$ cat config.mk
export PLATFORM = sky130hd
export DESIGN_NAME = if_fetch_unit
export DESIGN_NICKNAME = d
export VERILOG_FILES = /design/src/rtl/if_fetch_unit.sv
export SDC_FILE = /design/constraint.sdc
export NUM_CORES = 1
export LEC_CHECK = 0
export ABC_CLOCK_PERIOD_IN_PS = 3400
export CORE_MARGIN = 5
export CORE_UTILIZATION = 44
export DETAILED_ROUTE_END_ITERATION = 6
export PLACE_DENSITY_LB_ADDON = 0.2
export SLEW_MARGIN = 40
export SYNTH_ARGS = -nofsm -noshare
export SYNTH_HDL_FRONTEND = slang
export SYNTH_SLANG_ARGS = --single-unit
$ cat constraint.sdc
create_clock -name clk -period 3.4 [get_ports clk]
set_input_delay 0.68 -clock clk [delete_from_list [all_inputs] [get_ports clk]]
set_output_delay 0.68 -clock clk [all_outputs]
set_load 0.05 [all_outputs]
$ cat src/rtl/if_fetch_unit.sv
// Instruction-fetch stage: owns the fetch PC, runs a single-outstanding imem
// handshake and presents {pc, pc_4, instruction} to the IF/ID register.
module if_fetch_unit #(
  parameter logic [31:0] RESET_PC  = 32'h0000_0000,
  parameter logic [31:0] NOP_INSTR = 32'h0000_0013
) (
  input  logic        clk,
  input  logic        reset_n,
  input  logic        stall,
  input  logic        redirect,
  input  logic [31:0] redirect_pc,
  output logic        imem_req,
  output logic [31:0] imem_addr,
  input  logic        imem_ready,
  input  logic        imem_rvalid,
  input  logic [31:0] imem_rdata,
  output logic [31:0] pc,
  output logic [31:0] pc_4,
  output logic [31:0] instruction,
  output logic        inst_valid,
  output logic        busy
);

  typedef enum logic [1:0] {
    S_REQ  = 2'd0,
    S_WAIT = 2'd1,
    S_OUT  = 2'd2
  } state_t;

  state_t      state_q, state_d;
  logic [31:0] fetch_pc_q, fetch_pc_d;
  logic        drop_q, drop_d;
  logic [31:0] pc_q, pc_d;
  logic [31:0] pc_4_q, pc_4_d;
  logic [31:0] instr_q, instr_d;
  logic        valid_q, valid_d;
  logic [31:0] redirect_aligned;

  assign redirect_aligned = redirect_pc & 32'hFFFF_FFFC;

  always_ff @(posedge clk or negedge reset_n) begin
    if (!reset_n) begin
      state_q    <= S_REQ;
      fetch_pc_q <= RESET_PC;
      drop_q     <= 1'b0;
      pc_q       <= '0;
      pc_4_q     <= '0;
      instr_q    <= NOP_INSTR;
      valid_q    <= 1'b0;
    end else begin
      state_q    <= state_d;
      fetch_pc_q <= fetch_pc_d;
      drop_q     <= drop_d;
      pc_q       <= pc_d;
      pc_4_q     <= pc_4_d;
      instr_q    <= instr_d;
      valid_q    <= valid_d;
    end
  end

  always_comb begin
    state_d    = state_q;
    fetch_pc_d = fetch_pc_q;
    drop_d     = drop_q;
    pc_d       = pc_q;
    pc_4_d     = pc_4_q;
    instr_d    = instr_q;
    valid_d    = valid_q;

    case (state_q)
      S_REQ: begin
        if (imem_ready) begin
          state_d = S_WAIT;
          // a redirect on the accept edge makes the returning word stale
          drop_d  = redirect;
        end
      end
      S_WAIT: begin
        if (imem_rvalid) begin
          if (drop_q || redirect) begin
            drop_d  = 1'b0;
            state_d = S_REQ;
          end else begin
            pc_d    = fetch_pc_q;
            pc_4_d  = fetch_pc_q + 32'd4;
            instr_d = imem_rdata;
            valid_d = 1'b1;
            state_d = S_OUT;
          end
        end else if (redirect) begin
          drop_d = 1'b1;
        end
      end
      S_OUT: begin
        if (redirect || !stall) begin
          valid_d = 1'b0;
          instr_d = NOP_INSTR;
          state_d = S_REQ;
          if (!redirect) begin
            fetch_pc_d = fetch_pc_q + 32'd4;
          end
        end
      end
      default: begin
        state_d = S_REQ;
      end
    endcase

    // redirect target wins over every other fetch_pc update
    if (redirect) begin
      fetch_pc_d = redirect_aligned;
    end
  end

  assign imem_req    = reset_n && (state_q == S_REQ);
  assign imem_addr   = fetch_pc_q;
  assign pc          = pc_q;
  assign pc_4        = pc_4_q;
  assign instruction = instr_q;
  assign inst_valid  = valid_q;
  assign busy        = !valid_q;

endmodule

==> reports/metrics.cfg, run 1 <==
[synthesis]
yosysSeqAreaShare_pct=52.7
async_reset_ff_share_pct=100
ys_types=46
synth_commonest_cells=nand2_1 (189), dfrtp_1 (123), o21ai_0 (49)
synth_edf_count=0
synth_warnings=0
synth_seq_cells=126
synth.area.top_cells=dfrtp_1 (51%), nand2_1 (12%), o21ai_0 (4.1%)
netlist_instances=675
yosys.cell_count.top_type=nand2_1
synth-main-ff-cell=dfrtp_1
syn_area_per_cell_um2=8.87
syn_area_um2=5990
synth_top_area_share_pct=51.4
yosys.area.top_type=dfrtp_1

[setup_path]
rr_worst_depth=5
slowest_delay_ns=0.88
rrSetupSlack_ns=0.86
required_ns=2.72
critPathTopFamily=buffers and inverters
critPathBufInv=1
reg2reg_to=imem_addr[26]$_DFFE_PN0P_
crit_chain=clkdlybuf4s50_1
slowest_stage=clkdlybuf4s50_1
critPathArrivalTime_ns=1.86
crit_fanout=11
start_kind=flip-flop
r2r_start=imem_addr[2]$_DFFE_PN0P_
cp-end-kind=output port
critPathKind=reg2out

[timing]
min_period_ns=2.54
rsz0062_at_grt=no
post-route-period-util_pct=74.7
tns_ns=0
setup_violations=0
slew_headroom_pct=58.3
hold_violations=0
max_freq_mhz=394
slew_viol_final=0
setup_ws_ns=0.860
tightest_slew_ns=0.626
finClkSkew_ns=0.00866

[floorplan]
dieWidth_um=127
dieArea_um2=16000
core_um2=13300
die-height_um=127
initial_utilization_pct=45.0
io_pins=201
num_rows=42

[global_route]
grt_first_pass_wirelength_um=28200
grt_overflow_total=0
grt_max_degree=58
grt_pass1_vias=5552
antenna_found_initial=0
grt_usage_pct=22.0

[outcome]
status=complete, no violations

[route]
drc=0
drtIter0Drc=337
dr.pass1.iters=5
wirelength_um=17400
viasPerCell=5.33
postRouteAntennaNets=0
vias=5486
post_drt_wl_per_cell_um=16.9

[placed_design]
gp_congestion=0.795
portBuffers=192
place_area_um2=7960
numPlacedInstances=997
place_hpwl_um=12400
dp_slack_ns=0.758

[pwr]
powerDensity_nw_per_um2=954
fin_total_pwr_mw=8.17
ir_drop_mv=0.516
total_leakage_power_nw=3.66

[clocking]
ctsResizeCount=0
cts_root_buf=clkbuf_16
hold_buffers=0
clk_transition_reported_paths_ns=0.05
clock_latency_ns=0.42
clock_sinks=126
cts_tree=yes
cts_made_buffers=17
htreeDepth=4
clock_path_buffers=2
cts_setup_buffers=0

[run]
drv_cap=0

[worst_hold_path]
hold_path.class=in2async

[final_layout]
seqCellArea_um2=3160
n_fill_cell=1104
fin_nets=912
final_cells=1030
multi_input_area_um2=2530
drive_above_1_share_pct=6.67
design_area_um2=8570
diodes=0
syn2layout_area_growth_pct=43.0

==> final cells by class <==
| cell class | instances | share of cell area (%) |
|---|---|---|
| Clock buffer | 26 | 5.95 |
| Sequential cell | 126 | 36.9 |
| Clock inverter | 6 | 0.935 |
| Timing Repair Buffer | 203 | 23.7 |
| Multi-Input combinational cell | 483 | 29.6 |
| Inverter | 10 | 0.438 |
| Tap cell | 176 | 2.57 |
==> per-stage QoR <==
step	hold WS [ns]	util, %
3_5_place_dp	0.462	59.8
2_1_floorplan	0.384	-
3_3_place_gp	0.457	59.8
6_report	0.144	64.4
4_1_cts	0.139	64.3
5_1_grt	0.157	64.4
==> routing by layer <==
metal  global-route usage (%)  part of all wire, %  vias up
met5                        0                    0        -
met4                     8.26                  1.9        0
met3                     7.15                  7.3       26
met2                     35.3                   48      198
met1                     27.8                   43     2636
li1                         -                    -     2626
==> cell usage in the layout (no fill, tap or decap), types with 4 or more instances in the layout <==
cell / netlist / layout
a31oi_1: 28 / 28
clkbuf_1: 33 / 4
clkdlybuf4s50_1: 0 / 190
buf_4: 10 / 10
clkbuf_8: 0 / 5
o21ai_0: 49 / 49
nand4_1: 9 / 9
clkbuf_16: 0 / 17
nand2b_1: 4 / 4
o211ai_1: 4 / 4
nand3_1: 45 / 45
clkinv_2: 0 / 4
xor2_1: 8 / 8
nor2_1: 36 / 35
inv_1: 9 / 9
o31ai_1: 10 / 10
xnor2_1: 18 / 18
and4_1: 6 / 6
nor4_1: 5 / 5
or3_1: 15 / 15
dfrtp_1: 123 / 123
nand2_1: 189 / 189
conb_1: 1 / 6
nor3_1: 8 / 8
or4_1: 17 / 17
==> worst max path at each step <==
| stage | slack [ns] | startpoint | cells after the start | end |
|---|---|---|---|---|
| 2_1_floorplan | 0.84 | imem_addr[2]$_DFFE_PN0P_ | 6 | imem_addr[24]$_DFFE_PN0P_ |
| 3_3_place_gp | 0.80 | stall | 4 | imem_addr[21]$_DFFE_PN0P_ |
| 3_5_place_dp | 0.76 | stall | 4 | imem_addr[21]$_DFFE_PN0P_ |
| 4_1_cts | 0.86 | imem_addr[14]$_DFFE_PN0P_ | 1 | imem_addr[14] |
| 5_1_grt | 0.76 | imem_addr[2]$_DFFE_PN0P_ | 5 | imem_addr[24]$_DFFE_PN0P_ |
| 6_report | 0.86 | imem_addr[16]$_DFFE_PN0P_ | 1 | imem_addr[16] |
==> state kept, by name, summed over array words and instances (netlist names) <==
signal	count
drop_q	1
imem_addr	30
inst_valid	1
instruction	32
pc	30
pc_4	30
state_q	2
==> kinds of logic after synthesis <==
logic type	count (synthesis)	share of synthesized area (%)
and+or+nand+nor	352	28.0
DFF	126	52.7
AOI/OAI and AO/OA	96	9.44
buffers and inverters	71	5.45
xor gates and xnor gates	26	3.80
muxes	2	0.334
adders and majority gates	1	0.209
other	1	0.0626
==> report_power, final <==
part / internal (mW) / switching, mW / leakage [nW]
registers: 2.06 / 0.370 / 1.54
logic: 1.26 / 2.70 / 1.83
clock network: 1.17 / 0.619 / 0.294
Note: power is estimated with default switching activity, not from simulation.
==> inputs of run 2 (changes only) <==
- ABC_CLOCK_PERIOD_IN_PS: 3400 -> 2550
- clock period: 3.4 -> 2.55 ns (I/O delays scaled with it)
==> reports/metrics.cfg, run 2 (same netlist as run 1, synthesis figures left out) <==
[clocking]
clock_sinks=126
clock_path_buffers=2
ctsResizeCount=0
clock_latency_ns=0.41
cts_root_buf=clkbuf_16
hold_buffers=0
clk_transition_reported_paths_ns=0.05
cts_made_buffers=17
cts_setup_buffers=0
htreeDepth=4
cts_tree=yes

[floorplan]
num_rows=42
die-height_um=127
initial_utilization_pct=45.0
dieWidth_um=127
io_pins=201
core_um2=13300
dieArea_um2=16000

[route]
postRouteAntennaNets=0
drc=0
wirelength_um=17400
viasPerCell=5.33
vias=5560
drtIter0Drc=298
dr.pass1.iters=5
post_drt_wl_per_cell_um=16.7

[final_layout]
final_cells=1043
syn2layout_area_growth_pct=44.4
largest_register_ffs=32
finalCoreUtilization_pct=65.1
fin_nets=925
design_area_um2=8650
multi_input_area_um2=2530
final_common_cell=clkdlybuf4s50_1
n_fill_cell=1114
final_cell_mix=clkdlybuf4s50_1 (190), nand2_1 (189), dfrtp_1 (122)
drive_above_1_share_pct=8.07
seqCellArea_um2=3160
diodes=0

[timing]
min_period_ns=2.35
fin_hold_ws_ns=0.127
tightest_slew_ns=0.746
hold_violations=0
slew_viol_final=0
rsz0062_at_grt=no
setup_violations=0
max_freq_mhz=425
finClkSkew_ns=0.00538
setup_ws_ns=0.198
tns_ns=0
slew_headroom_pct=50.3
post-route-period-util_pct=92.2

[placed_design]
place_hpwl_um=12100
portBuffers=192
dp_slack_ns=0.0589
numPlacedInstances=1011
gp_congestion=0.844
place_area_um2=8090

[pwr]
ir_drop_mv=0.627
powerDensity_nw_per_um2=1250
fin_total_pwr_mw=10.8
total_leakage_power_nw=3.71

[global_route]
antenna_found_initial=0
grt_usage_pct=21.9
grt_pass1_vias=5582
grt_first_pass_wirelength_um=28400
grt_overflow_total=0
grt_max_degree=127

[setup_path]
critPathArrivalTime_ns=1.84
r2r_start=imem_addr[2]$_DFFE_PN0P_
required_ns=2.04
crit_fanout=6
critPathKind=reg2out
startpoint=imem_addr[7]$_DFFE_PN0P_
cp-end-kind=output port
start_kind=flip-flop

[worst_hold_path]
hold_path.class=in2async

[outcome]
status=complete, no violations

[run]
drv_cap=0

## run 2: cell count changes in the layout (fill, tap and decap cells not counted), sizes merged
cell,delta
clkbuf,-2
clkinv,+2
buf,+13
## run 2: where the power goes
part	internal [mW]	total (mW)	switching [mW]
Combinational	1.70	5.32	3.62
Sequential	2.75	3.22	0.472
Clock	1.48	2.30	0.822
## run 2: final timing paths
kind,to,slack [ns],depth (start not counted)
max,imem_addr[7],0.20,2
min,instruction[8]$_DFFE_PN0P_,0.13,2
max reg2reg,pc_4[28]$_DFFE_PN0P_,0.22,5
min reg2reg,pc[30]$_DFFE_PN0P_,0.47,2
max in group asynchronous,imem_addr[2]$_DFFE_PN0P_,1.77,2
min in group clk,pc[30]$_DFFE_PN0P_,0.47,2
## run 2: worst max-delay path, stage by stage (launching register included)
cell and delay, ns:
dfrtp_1 0.43, buf_4 0.19, clkdlybuf4s50_1 0.81
## run 2: cell type report
type | instances | share of cell area (%)
clock inverter | 8 | 1.04
timing repair buffer | 216 | 24.7
tap | 176 | 2.55
sequential | 126 | 36.5
multi-input combinational | 483 | 29.3
inverter | 10 | 0.434
clock buffer | 24 | 5.45
## run 2: layer usage
metal / GRT usage, % / share of wire [%] / wire length, µm
met2: 35.5 / 48 / 8310
met3: 6.01 / 7.4 / 1290
met5: 0 / 0 / 0
met4: 6.81 / 1.5 / 262
met1: 28.7 / 43 / 7520
